### src/rtl/keypad_pkg.sv
// ---------------------------------------------------------------------------
// keypad_pkg
// Shared definitions for the 4x4 keypad scanner.
//   state_e   : scanner FSM states
//   ROWS_IDLE : synchronized row pattern with no key pulling a row low
//   rowIndex  : priority encode of an active-low row pattern to a row index
// ---------------------------------------------------------------------------
package keypad_pkg;

    typedef enum logic [1:0] {
        SCAN     = 2'd0,
        DEBOUNCE = 2'd1,
        HELD     = 2'd2,
        RELEASE  = 2'd3
    } state_e;

    localparam logic [3:0] ROWS_IDLE = 4'hF;

    // Rows are active-low. When several rows are low the lowest-indexed one
    // wins, so the loop walks downward and the last hit is the lowest index.
    function automatic logic [1:0] rowIndex(input logic [3:0] pat);
        logic [1:0] idx;
        idx = 2'd0;
        for (int i = 3; i >= 0; i--) begin
            if (!pat[i]) begin
                idx = 2'(i);
            end
        end
        return idx;
    endfunction

endpackage

### src/rtl/Synchronizer.sv
// ---------------------------------------------------------------------------
// Synchronizer
// Two-flop synchronizer for a bus of independent asynchronous bits.
//   clk   : destination clock
//   reset : asynchronous, active-low; both stages load RESETVAL
//   d_i   : asynchronous input bits
//   q_o   : synchronized output bits (second stage)
// ---------------------------------------------------------------------------
module Synchronizer #(
    parameter int                 NUMBITS  = 4,
    parameter logic [NUMBITS-1:0] RESETVAL = '1
) (
    input  logic               clk,
    input  logic               reset,
    input  logic [NUMBITS-1:0] d_i,
    output logic [NUMBITS-1:0] q_o
);

    logic [NUMBITS-1:0] stage1_q;
    logic [NUMBITS-1:0] stage2_q;

    // Both stages reset to the idle level so the consumer sees no activity
    // while the first real samples work their way through.
    always_ff @(posedge clk or negedge reset) begin
        if (!reset) begin
            stage1_q <= RESETVAL;
            stage2_q <= RESETVAL;
        end else begin
            stage1_q <= d_i;
            stage2_q <= stage1_q;
        end
    end

    assign q_o = stage2_q;

endmodule

### src/rtl/keypad_scan.sv
// ---------------------------------------------------------------------------
// keypad_scan
// Scans a 4x4 active-low matrix keypad one column at a time, debounces
// presses and releases, and reports one code per accepted press.
//   clk       : system clock, rising edge
//   reset     : asynchronous, active-low
//   row       : raw keypad rows, active-low, asynchronous to clk
//   col       : column drive, active-low one-hot
//   key       : last accepted key code, row_index*4 + col_index
//   key_valid : one-cycle pulse per accepted press
//   key_down  : high while the accepted key is held
// Parameters:
//   DWELLCYC  : cycles each column is driven before rows are sampled
//   DBCYC     : stable cycles required to accept a press or a release
// ---------------------------------------------------------------------------
module keypad_scan
    import keypad_pkg::*;
#(
    parameter int DWELLCYC = 100000,
    parameter int DBCYC    = 500000
) (
    input  logic       clk,
    input  logic       reset,
    input  logic [3:0] row,
    output logic [3:0] col,
    output logic [3:0] key,
    output logic       key_valid,
    output logic       key_down
);

    localparam int MAXCYC = (DWELLCYC > DBCYC) ? DWELLCYC : DBCYC;
    localparam int CNTW   = $clog2(MAXCYC + 1);

    localparam logic [CNTW-1:0] DWELL_LAST = CNTW'(DWELLCYC - 1);
    localparam logic [CNTW-1:0] DB_LAST    = CNTW'(DBCYC - 1);

    logic [3:0]      rs;

    state_e          state_q,  state_d;
    logic [1:0]      colIdx_q, colIdx_d;
    logic [3:0]      pat_q,    pat_d;
    logic [CNTW-1:0] cnt_q,    cnt_d;
    logic [3:0]      key_q,    key_d;
    logic            keyValid_q, keyValid_d;
    logic            keyDown_q,  keyDown_d;

    Synchronizer #(
        .NUMBITS  (4),
        .RESETVAL (ROWS_IDLE)
    ) u_rowSync (
        .clk   (clk),
        .reset (reset),
        .d_i   (row),
        .q_o   (rs)
    );

    // State and datapath registers. Reset discards any press in flight and
    // restarts scanning with a full dwell on column 0.
    always_ff @(posedge clk or negedge reset) begin
        if (!reset) begin
            state_q    <= SCAN;
            colIdx_q   <= 2'd0;
            pat_q      <= ROWS_IDLE;
            cnt_q      <= '0;
            key_q      <= 4'd0;
            keyValid_q <= 1'b0;
            keyDown_q  <= 1'b0;
        end else begin
            state_q    <= state_d;
            colIdx_q   <= colIdx_d;
            pat_q      <= pat_d;
            cnt_q      <= cnt_d;
            key_q      <= key_d;
            keyValid_q <= keyValid_d;
            keyDown_q  <= keyDown_d;
        end
    end

    // Next-state logic. One shared counter serves as the dwell timer in SCAN
    // and the stability counter in DEBOUNCE and RELEASE; every path that
    // changes state clears it, and its terminal values never exceed MAXCYC-1.
    always_comb begin
        state_d    = state_q;
        colIdx_d   = colIdx_q;
        pat_d      = pat_q;
        cnt_d      = cnt_q;
        key_d      = key_q;
        keyValid_d = 1'b0;
        keyDown_d  = keyDown_q;

        case (state_q)
            SCAN: begin
                if (cnt_q == DWELL_LAST) begin
                    cnt_d = '0;
                    if (rs == ROWS_IDLE) begin
                        colIdx_d = colIdx_q + 2'd1;
                    end else begin
                        pat_d   = rs;
                        state_d = DEBOUNCE;
                    end
                end else begin
                    cnt_d = cnt_q + 1'b1;
                end
            end

            DEBOUNCE: begin
                if (rs != pat_q) begin
                    state_d = SCAN;
                    cnt_d   = '0;
                end else if (cnt_q == DB_LAST) begin
                    key_d      = {rowIndex(pat_q), colIdx_q};
                    keyValid_d = 1'b1;
                    keyDown_d  = 1'b1;
                    state_d    = HELD;
                    cnt_d      = '0;
                end else begin
                    cnt_d = cnt_q + 1'b1;
                end
            end

            HELD: begin
                if (rs == ROWS_IDLE) begin
                    state_d = RELEASE;
                    cnt_d   = '0;
                end
            end

            RELEASE: begin
                if (rs != ROWS_IDLE) begin
                    state_d = HELD;
                    cnt_d   = '0;
                end else if (cnt_q == DB_LAST) begin
                    keyDown_d = 1'b0;
                    colIdx_d  = colIdx_q + 2'd1;
                    state_d   = SCAN;
                    cnt_d     = '0;
                end else begin
                    cnt_d = cnt_q + 1'b1;
                end
            end

            default: begin
                state_d = SCAN;
                cnt_d   = '0;
            end
        endcase
    end

    assign col       = ~(4'b0001 << colIdx_q);
    assign key       = key_q;
    assign key_valid = keyValid_q;
    assign key_down  = keyDown_q;

endmodule

### config.mk
export PLATFORM = sky130hd
export DESIGN_NAME = keypad_scan
export DESIGN_NICKNAME = d
export VERILOG_FILES = /design/src/rtl/keypad_pkg.sv /design/src/rtl/Synchronizer.sv /design/src/rtl/keypad_scan.sv
export SDC_FILE = /design/constraint.sdc
export NUM_CORES = 1
export LEC_CHECK = 0
export CORE_ASPECT_RATIO = 1.75
export CORE_MARGIN = 2
export CORE_UTILIZATION = 29
export CTS_CLUSTER_DIAMETER = 60
export DETAILED_ROUTE_END_ITERATION = 16
export PLACE_DENSITY = 0.56
export RECOVER_POWER = 50
export SETUP_SLACK_MARGIN = 0.1
export SYNTH_ARGS = -nofsm -noshare
export SYNTH_HDL_FRONTEND = slang
export SYNTH_SLANG_ARGS = --single-unit
### constraint.sdc
create_clock -name clk -period 2.1 [get_ports clk]
set_clock_uncertainty 0.15 [all_clocks]
set_input_delay 0.42 -clock clk [delete_from_list [all_inputs] [get_ports clk]]
set_output_delay 0.42 -clock clk [all_outputs]
set_load 0.02 [all_outputs]
* Word-level counts from Yosys, hierarchy flattened
Index checks and enable logic that the tools add are counted.
** Word-level totals
- Register bits :: 41
- Bits in writable memories :: 0
- ROM bits :: 0
- Memories kept :: 0
- Logic and storage cells :: 72
- Output and inout port bits :: 10
- Latch bits :: 0
** Operators by class
- Divide/modulo/power cells :: 0
- Add/sub/neg operators :: 2
- Equality and inequality tests :: 18
- Mux-type cells :: 31
- Shift-type cells :: 1
- $mul :: 0
- Magnitude comparators :: 0
- Bitwise logic cells :: 3
- Reductions and logical operators :: 8
** Operator list (count)
- 19-bit 2-to-1 mux :: 5
- 19-bit case mux with 4 select lines :: 1
- 2-bit 2-to-1 mux :: 15
- 19-bit by 1-bit adder with 19-bit output, second input constant :: 1
- 19-bit by 17-bit == test with 1-bit output, second input constant :: 1
- 19-bit == test, second input constant :: 1
- 2-bit inequality test, second input constant :: 8
- 5-bit AND reduction :: 3
- 2-bit case mux with 4 select lines :: 1
- 1-bit 2-to-1 mux :: 7
- 3-bit inequality test, second input constant :: 2
- 3-bit AND reduction :: 2
- 2-bit == test, second input constant :: 2
- 4-bit == test, second input constant :: 1
- 4-bit inequality test :: 1
- 4-bit inequality test, second input constant :: 1
- 4-bit NOT :: 1
- 2-bit case mux with 2 select lines :: 1
- 2-bit nonzero test :: 2
- 1-bit by 2-bit left shift with 4-bit output, first input constant :: 1
- 2-bit by 1-bit adder with 2-bit output, second input constant :: 1
- 2-bit by 1-bit == test with 1-bit output, second input constant :: 1
- 2-bit logical NOT :: 1
- 1-bit NOT :: 2
- 1-bit case mux with 2 select lines :: 1

* Depth between registers and ports, before layout
Gate-level depths: netlist of the first run.
- Depth after elaboration :: 4
- Gate-level depth with buffers :: 8

* Hierarchy
A second synthesis of the first run with hierarchy kept.
** Second synthesis, totals
- Cell total of the unflattened synthesis :: 180
- Area, all modules :: 1949.4 µm²
** By module, submodules not included
- keypad_scan :: seq. area each 830.8 µm², cells an instance 172, area each 1739.2 µm², instances 1
- Synchronizer :: seq. area each 210.2 µm², cells an instance 8, area each 210.2 µm², instances 1

* Worst setup path before layout of the first run
Ideal clock, no wire load.
- Kind :: reg-to-reg
- Start :: register cnt_q[0]
- End :: register key_q[0] (netlist: key[0])
- Cell stages (with the launch flop) :: 8
- Slack :: -227 ps
- Arrival time :: 2052 ps
- Setup time :: 125 ps
- Data required time :: 1825 ps
- Cells stage by stage :: dfrtp_1 -> ha_1 -> and4_1 -> nand4b_4 -> or3_1 -> buf_4 -> nor3_4 -> mux2_4
** On the way
- Cells in the longest elaborated chain, start to end :: 2
** RTL lines
- start, declared :: line keypad_scan.sv:42 : logic [CNTW-1:0] cnt_q, cnt_d;
- start signal, assigned :: line keypad_scan.sv:72 : cnt_q <= cnt_d;
- 19-bit == test :: line keypad_scan.sv:110 : end else if (cnt_q == DB_LAST) begin
- 3-bit AND reduction (no line)
- end signal, assigned :: line keypad_scan.sv:73 : key_q <= key_d;
- end, declared :: line keypad_scan.sv:43 : logic [3:0] key_q, key_d;
No other way between the ends.
A chain may end at the register's enable or synchronous reset.

* Worst setup path after layout of the first run
Same ends and word-level chain as after synthesis.

==> results of run 1 <==
## stage by stage
step,TNS [ns],utilization [%],cells
floorplan,-1.52,-,196
detailed placement,-1.10,36.3,322
finish,-0.547,41.3,333
global route,-1.98,41.3,333
global placement,-0.847,36.3,322
CTS,-0.178,40.7,331
## worst max-delay path, delay by kind of cell (launching register included)
family        cells  cell delay (ns)
fa+ha+maj         1             0.19
buf+inv           1             0.13
flops             1             0.35
mux               1             0.29
simple gates      4             0.95
## cell usage in the layout (no fill, tap or decap), types with 3 or more instances in the layout
cell type / Yosys / layout
nand3_1: 5 / 4
xnor2_1: 18 / 18
clkdlybuf4s50_1: 0 / 6
and4_1: 4 / 3
buf_4: 1 / 27
nor4_1: 5 / 5
dlygate4sd3_1: 0 / 5
ha_1: 5 / 4
buf_6: 0 / 5
o21ai_1: 5 / 3
nor3_2: 0 / 14
o22a_1: 4 / 4
clkbuf_16: 0 / 5
a22o_1: 3 / 3
dlygate4sd2_1: 0 / 4
nor3_1: 20 / 6
dfrtp_1: 29 / 29
nand4_1: 6 / 6
mux2_4: 4 / 4
nand2_1: 12 / 12
dfstp_2: 12 / 12
a21oi_1: 3 / 3
inv_1: 10 / 10
nor2_1: 14 / 14
## cell usage after synthesis
cell type / instances
a2bb2oi_2: 1
a21oi_1: 3
nor2_1: 14
dfrtp_1: 29
o21ai_1: 5
o21ai_0: 2
buf_2: 2
nand3b_1: 1
a21boi_0: 1
ha_1: 5
nor4b_2: 1
and3_1: 2
or4_1: 1
nand3_1: 5
and4_1: 4
nand2b_1: 2
nor2_2: 1
nor3_1: 20
clkbuf_1: 4
mux2_1: 1
a41o_1: 2
o22ai_1: 2
nor4_4: 1
dfstp_2: 12
or2_2: 1
o2111ai_1: 2
o22a_1: 4
mux2_4: 4
nand4_1: 6
and3_4: 1
nand4b_4: 1
nor4_1: 5
nor3_4: 1
o211ai_1: 1
buf_4: 1
xnor2_1: 18
nand2_1: 12
or3_1: 2
xor2_1: 1
and2_1: 1
a22o_1: 3
inv_1: 10
a41oi_1: 1
## flip-flops by register name, summed over array words and instances, names as in the netlist
register and count:
u_rowSync.stage1_q 4, key 4, u_rowSync.q_o 4, pat_q 4, colIdx_q 2, state_q 2, key_down 1, cnt_q 19
key_valid 1
## power by group
part	total [mW]	switching [mW]	internal (mW)
Sequential	0.811	0.00564	0.805
Combinational	0.0379	0.0224	0.0155
Clock	0.885	0.292	0.593
Total	1.73	0.320	1.41
## cell type report
| cell class | instances | area [um^2] | area share (%) |
|---|---|---|---|
| flip-flops and latches | 41 | 1040 | 35.4 |
| clock inverters | 1 | 30.0 | 1.02 |
| repair buffers | 50 | 448 | 15.2 |
| clock buffers | 7 | 143 | 4.85 |
| inverters | 10 | 37.5 | 1.28 |
| well taps | 86 | 108 | 3.66 |
| multi-input cells | 138 | 1130 | 38.6 |
## metal layers
layer | wire (um) | part of all wire [%]
met1 | 1730 | 35
met2 | 2950 | 60
met3 | 92 | 1.9
met4 | 109 | 2.2
met5 | 0 | 0
## cells by family (layout without fill, tap and decap cells)
family	after synthesis	in the layout	synth area share [%]
and+or+nand+nor	82	82	23.2
xor gates and xnor gates	19	19	7.94
muxes	5	5	3.40
AOI/OAI and AO/OA	27	27	9.55
DFF	41	41	49.6
buffers and inverters	17	68	3.34
adders and majority gates	5	5	2.98
## how the worst max path moves through the flow
stage	start	endpoint	slack, ns	cells past startpoint
final	cnt_q[0]	key[0]	-0.06	7
after global routing	cnt_q[1]	key[3]	-0.12	7
after CTS	cnt_q[0]	key[0]	-0.05	7
after detailed placement	cnt_q[0]	key[0]	-0.05	7
after global placement	cnt_q[1]	key[1]	-0.04	7
after floorplan	cnt_q[0]	key[0]	-0.19	7
## what timing repair did
item,4_1_cts,5_1_grt
endpoints found under the hold margin,17,0
pin swaps,4,1
endpoints found under the setup margin,34,32
setup buffers,0,2
hold buffers,1,0
resized for setup,30,5
==> results.yml, run 1 <==
worst_setup_path:
  critPathRequiredTime_ns: 2.12
  critPathKind: "flip-flop to flip-flop"
  cp_cell_sequence: "ha_2 -> and4_4 -> nand4b_4 -> or3_4 -> nor3_4 -> buf_6 -> mux2_4"
  r2r-end: "key[0]"
  max_stage_delay_ns: 0.42
  r2r-start: "cnt_q[0]"
  rrSetupSlack_ns: -0.06
  arrival_ns: 2.18
  startpoint_type: "flip-flop"
  cp_max_fo: 3
  slowest_stage: "or3_4"
  cp-end-kind: "flip-flop"
  r2r_cells: 7
yosys:
  synth_cell_type_count: 43
  synthCells: 196
  synth_sequential_area_ratio_pct: 49.6
  yosysWarningCount: 0
  avgSynthCellArea_um2: 10.7
  synth.area.top_cells: "dfrtp_1, dfstp_2, xnor2_1"
  synth.largest_area_cell: "dfrtp_1"
  synth_top_area_share_pct: 34.6
  ys_ff_latch: 41
  synth_area_um2: 2100
  synth_nets: 207
min_path:
  min_from: "u_rowSync.stage1_q[3]"
  min_delay_path_depth: 0
  holdPathEnd: "u_rowSync.q_o[3]"
  hold_path_class: "flip-flop to flip-flop"
route:
  drt-total-wl_um: 4890
  drc: 0
  post_drt_wl_per_cell_um: 14.7
  via_per_inst: 5.05
  drt_iter0_drc: 95
  vias: 1680
  firstDrtPassIters: 4
  antenna_left: 0
grt:
  grt_use_total_pct: 13.7
  grt_overflow: 0
  grt_pass1_wl_um: 7960
  grt_busiest_layer: "met2"
  antenna_found_initial: 0
  gr-usage-met3_pct: 2.89
  met2_usage_pct: 25.8
  met1_usage_pct: 13.5
  grt_max_degree: 24
  grt_pass1_vias: 1672
power_and_ir_drop:
  powerDensity_nw_per_um2: 589
  p_leak_nw: 1.25
  totalPowerFinal_mw: 1.73
  irDropWorstVdd_mv: 0.344
placement:
  dpl_cell_area_um2: 2590
  io_buffers: 15
  dpl.hpwl_um: 3650
  gp_congestion: 0.845
  pre_cts_slack_ns: -0.0524
floorplanning:
  fp.dieW_um: 68.3
  die_y_um: 116
  row_count: 41
  io_pins: 16
  die_area_um2: 7950
  core_area_um2: 7130
  start_util_pct: 29.4
outcome:
  status: "finished, violations left"
  violations: "negative setup slack"
finish:
  drive_gt1_share_pct: 36.0
  nets: 257
  design_area_um2: 2940
  area_delta_synth_final_pct: 40.3
  nFillCells: 704
  antennaDiodeCount: 0
clock_network:
  numCtsBuffers: 5
  path_clk_slew_ns: 0.06
  htree_levels: 2
  cts_root_buf: "clkbuf_16"
  cts_tree: "done"
  cts_sinks: 41
  insertion_delay_ns: 0.28
  cts_buffer_depth: 2
timing:
  hold_viol: 0
  max_freq_mhz: 463
  rsz0062_at_grt: "true"
  worst_pin_slew_ns: 1.13
  period_share_pct: 103
  drv_slew: 0
  slew_headroom_pct: 24.6
  setup_violations: 22
  timing.final.ws_setup_ns: -0.0614
  layout_min_cycle_time_ns: 2.16
  whs_ns: 0.205
job:
  drv_cap: 0
Power figures use the tool's default switching activity.
==> inputs of run 2 (changes only) <==
--- a/config.mk
+++ b/config.mk
@@ -9,9 +9,11 @@
 export CORE_MARGIN = 2
 export CORE_UTILIZATION = 29
 export CTS_CLUSTER_DIAMETER = 60
+export CTS_CLUSTER_SIZE = 24
 export DETAILED_ROUTE_END_ITERATION = 16
 export PLACE_DENSITY = 0.56
 export RECOVER_POWER = 50
+export REMOVE_ABC_BUFFERS = 1
 export SETUP_SLACK_MARGIN = 0.1
 export SYNTH_ARGS = -nofsm -noshare
 export SYNTH_HDL_FRONTEND = slang
==> run 2 against run 1 <==
Critical path type unchanged. Die area unchanged. Clock power down 13%. Register-to-register slack better by 0.02 ns. Global-route usage up 0.29 points. The flow still finishes with violations (negative setup slack).
==> results.yml, run 2 (same netlist as run 1, synthesis figures left out) <==
outcome:
  status: "finished, violations left"
  violations: "negative setup slack"
placement:
  dpl.hpwl_um: 3710
  dpl_cell_area_um2: 2620
  io_buffers: 15
  gp_congestion: 0.877
grt:
  met2_usage_pct: 24.9
  grt_max_degree: 23
  antenna_found_initial: 0
  grt_busiest_layer: "met2"
  grt_overflow: 0
  grt_pass1_vias: 1739
  gr-usage-met3_pct: 2.02
  met1_usage_pct: 15.3
  grt_pass1_wl_um: 8230
  grt_use_total_pct: 14.0
finish:
  antennaDiodeCount: 0
  largest_reg_flops: 19
  utilization_pct: 40.4
  drive_gt1_share_pct: 33.9
  design_area_um2: 2880
  nFillCells: 700
  regArea_um2: 1040
  layout_commonest_cell: "buf_4"
  regMostFlops: "cnt_q"
  area_delta_synth_final_pct: 37.4
  final_cell_mix: "buf_4, dfrtp_1, nor3_1"
  multiInputGateArea_um2: 1060
  nets: 264
min_path:
  hold_path_class: "flip-flop to flip-flop"
clock_network:
  cts_tree: "done"
  cts_root_buf: "clkbuf_16"
  path_clk_slew_ns: 0.06
  numCtsBuffers: 5
  htree_levels: 2
  cts_buffer_depth: 2
  cts_sinks: 41
  insertion_delay_ns: 0.29
route:
  post_drt_wl_per_cell_um: 14.3
  via_per_inst: 4.80
  firstDrtPassIters: 4
  vias: 1632
  drt-total-wl_um: 4870
  drt_iter0_drc: 53
  drc: 0
  antenna_left: 0
timing:
  drv_slew: 0
  worst_pin_slew_ns: 1.17
  rsz0062_at_grt: "true"
  max_freq_mhz: 467
  slew_headroom_pct: 21.7
  period_share_pct: 102
  layout_min_cycle_time_ns: 2.14
  timing.final.ws_setup_ns: -0.0428
  setup_violations: 5
  hold_viol: 0
worst_setup_path:
  arrival_ns: 2.16
  cp-end-kind: "flip-flop"
  critPathKind: "flip-flop to flip-flop"
  critPathRequiredTime_ns: 2.12
  cp_max_fo: 3
  startpoint_type: "flip-flop"
floorplanning:
  fp.dieW_um: 68.3
  core_area_um2: 7130
  io_pins: 16
  start_util_pct: 29.4
  die_y_um: 116
  row_count: 41
  die_area_um2: 7950
power_and_ir_drop:
  powerDensity_nw_per_um2: 563
  p_leak_nw: 1.22
  irDropWorstVdd_mv: 0.344
job:
  drv_cap: 0
## run 2: changes by cell type in the layout (fill, tap and decap cells not counted), sizes merged
cell,delta
clkbuf,-1
clkdlybuf4s15,+2
inv,+2
clkinv,+1
dlygate4sd2,-3
bufinv,-1
buf,+7
## run 2: repair_timing
item | in CTS | in global routing
gates resized for setup | 17 | 11
setup endpoints to repair | 34 | 33
hold endpoints to repair | 11 | 0
pin swaps | 6 | 13
buffers inserted | 2 | 2
hold buffers | 1 | 0
## run 2: worst paths after layout
path	from	endpoint	slack, ns	cells after the start
min in group asynchronous	reset	key[2]	0.75	2
worst min register to register	u_rowSync.stage1_q[2]	u_rowSync.q_o[2]	0.21	0
max in group asynchronous	reset	u_rowSync.q_o[0]	0.11	3
worst max register to register	cnt_q[1]	key[3]	-0.04	7
worst min-delay path	u_rowSync.stage1_q[2]	u_rowSync.q_o[2]	0.21	0
worst max-delay path	cnt_q[1]	key[3]	-0.04	7
## run 2: per-layer routing
layer | wire, um | up-vias | share of wire [%]
li1 | - | 818 | -
met1 | 1850 | 793 | 38
met2 | 2860 | 15 | 59
met3 | 65 | 6 | 1.3
met4 | 104 | 0 | 2.1
met5 | 0 | - | 0
## run 2: critical path: stages, from the launching register on
cell and delay, ns:
dfrtp_1 0.36, ha_2 0.18, and4_4 0.23, nand4b_4 0.11, or3_4 0.42, nor3_4 0.14, buf_4 0.15, mux2_4 0.29
## run 2: where the power goes
part | switching (mW) | internal, mW | leakage [nW]
Combinational | 0.0260 | 0.0178 | 0.629
Sequential | 0.00261 | 0.804 | 0.513
Clock | 0.324 | 0.447 | 0.0747
## run 2: through the flow
stage | hold slack, ns | TNS (ns) | setup WS [ns] | power, mW | instances
finish | 0.206 | -0.174 | -0.0428 | 1.62 | 340
detailed placement | 0.198 | -3.41 | -0.153 | 0.869 | 327
global route | 0.210 | -4.40 | -0.159 | 1.69 | 340
CTS | 0.208 | -0.740 | -0.0800 | 1.67 | 338
floorplan | -0.0256 | -6.03 | -0.481 | 0.829 | 189
global placement | 0.196 | -2.28 | -0.105 | 0.868 | 327
## run 2: area by class of cell
| class | count | area share, % |
|---|---|---|
| Sequential cell | 41 | 36.2 |
| Inverter | 10 | 1.30 |
| Tap cell | 86 | 3.73 |
| Clock inverter | 3 | 0.825 |
| Timing Repair Buffer | 57 | 16.6 |
| Multi-Input combinational cell | 138 | 37.0 |
| Clock buffer | 5 | 4.34 |
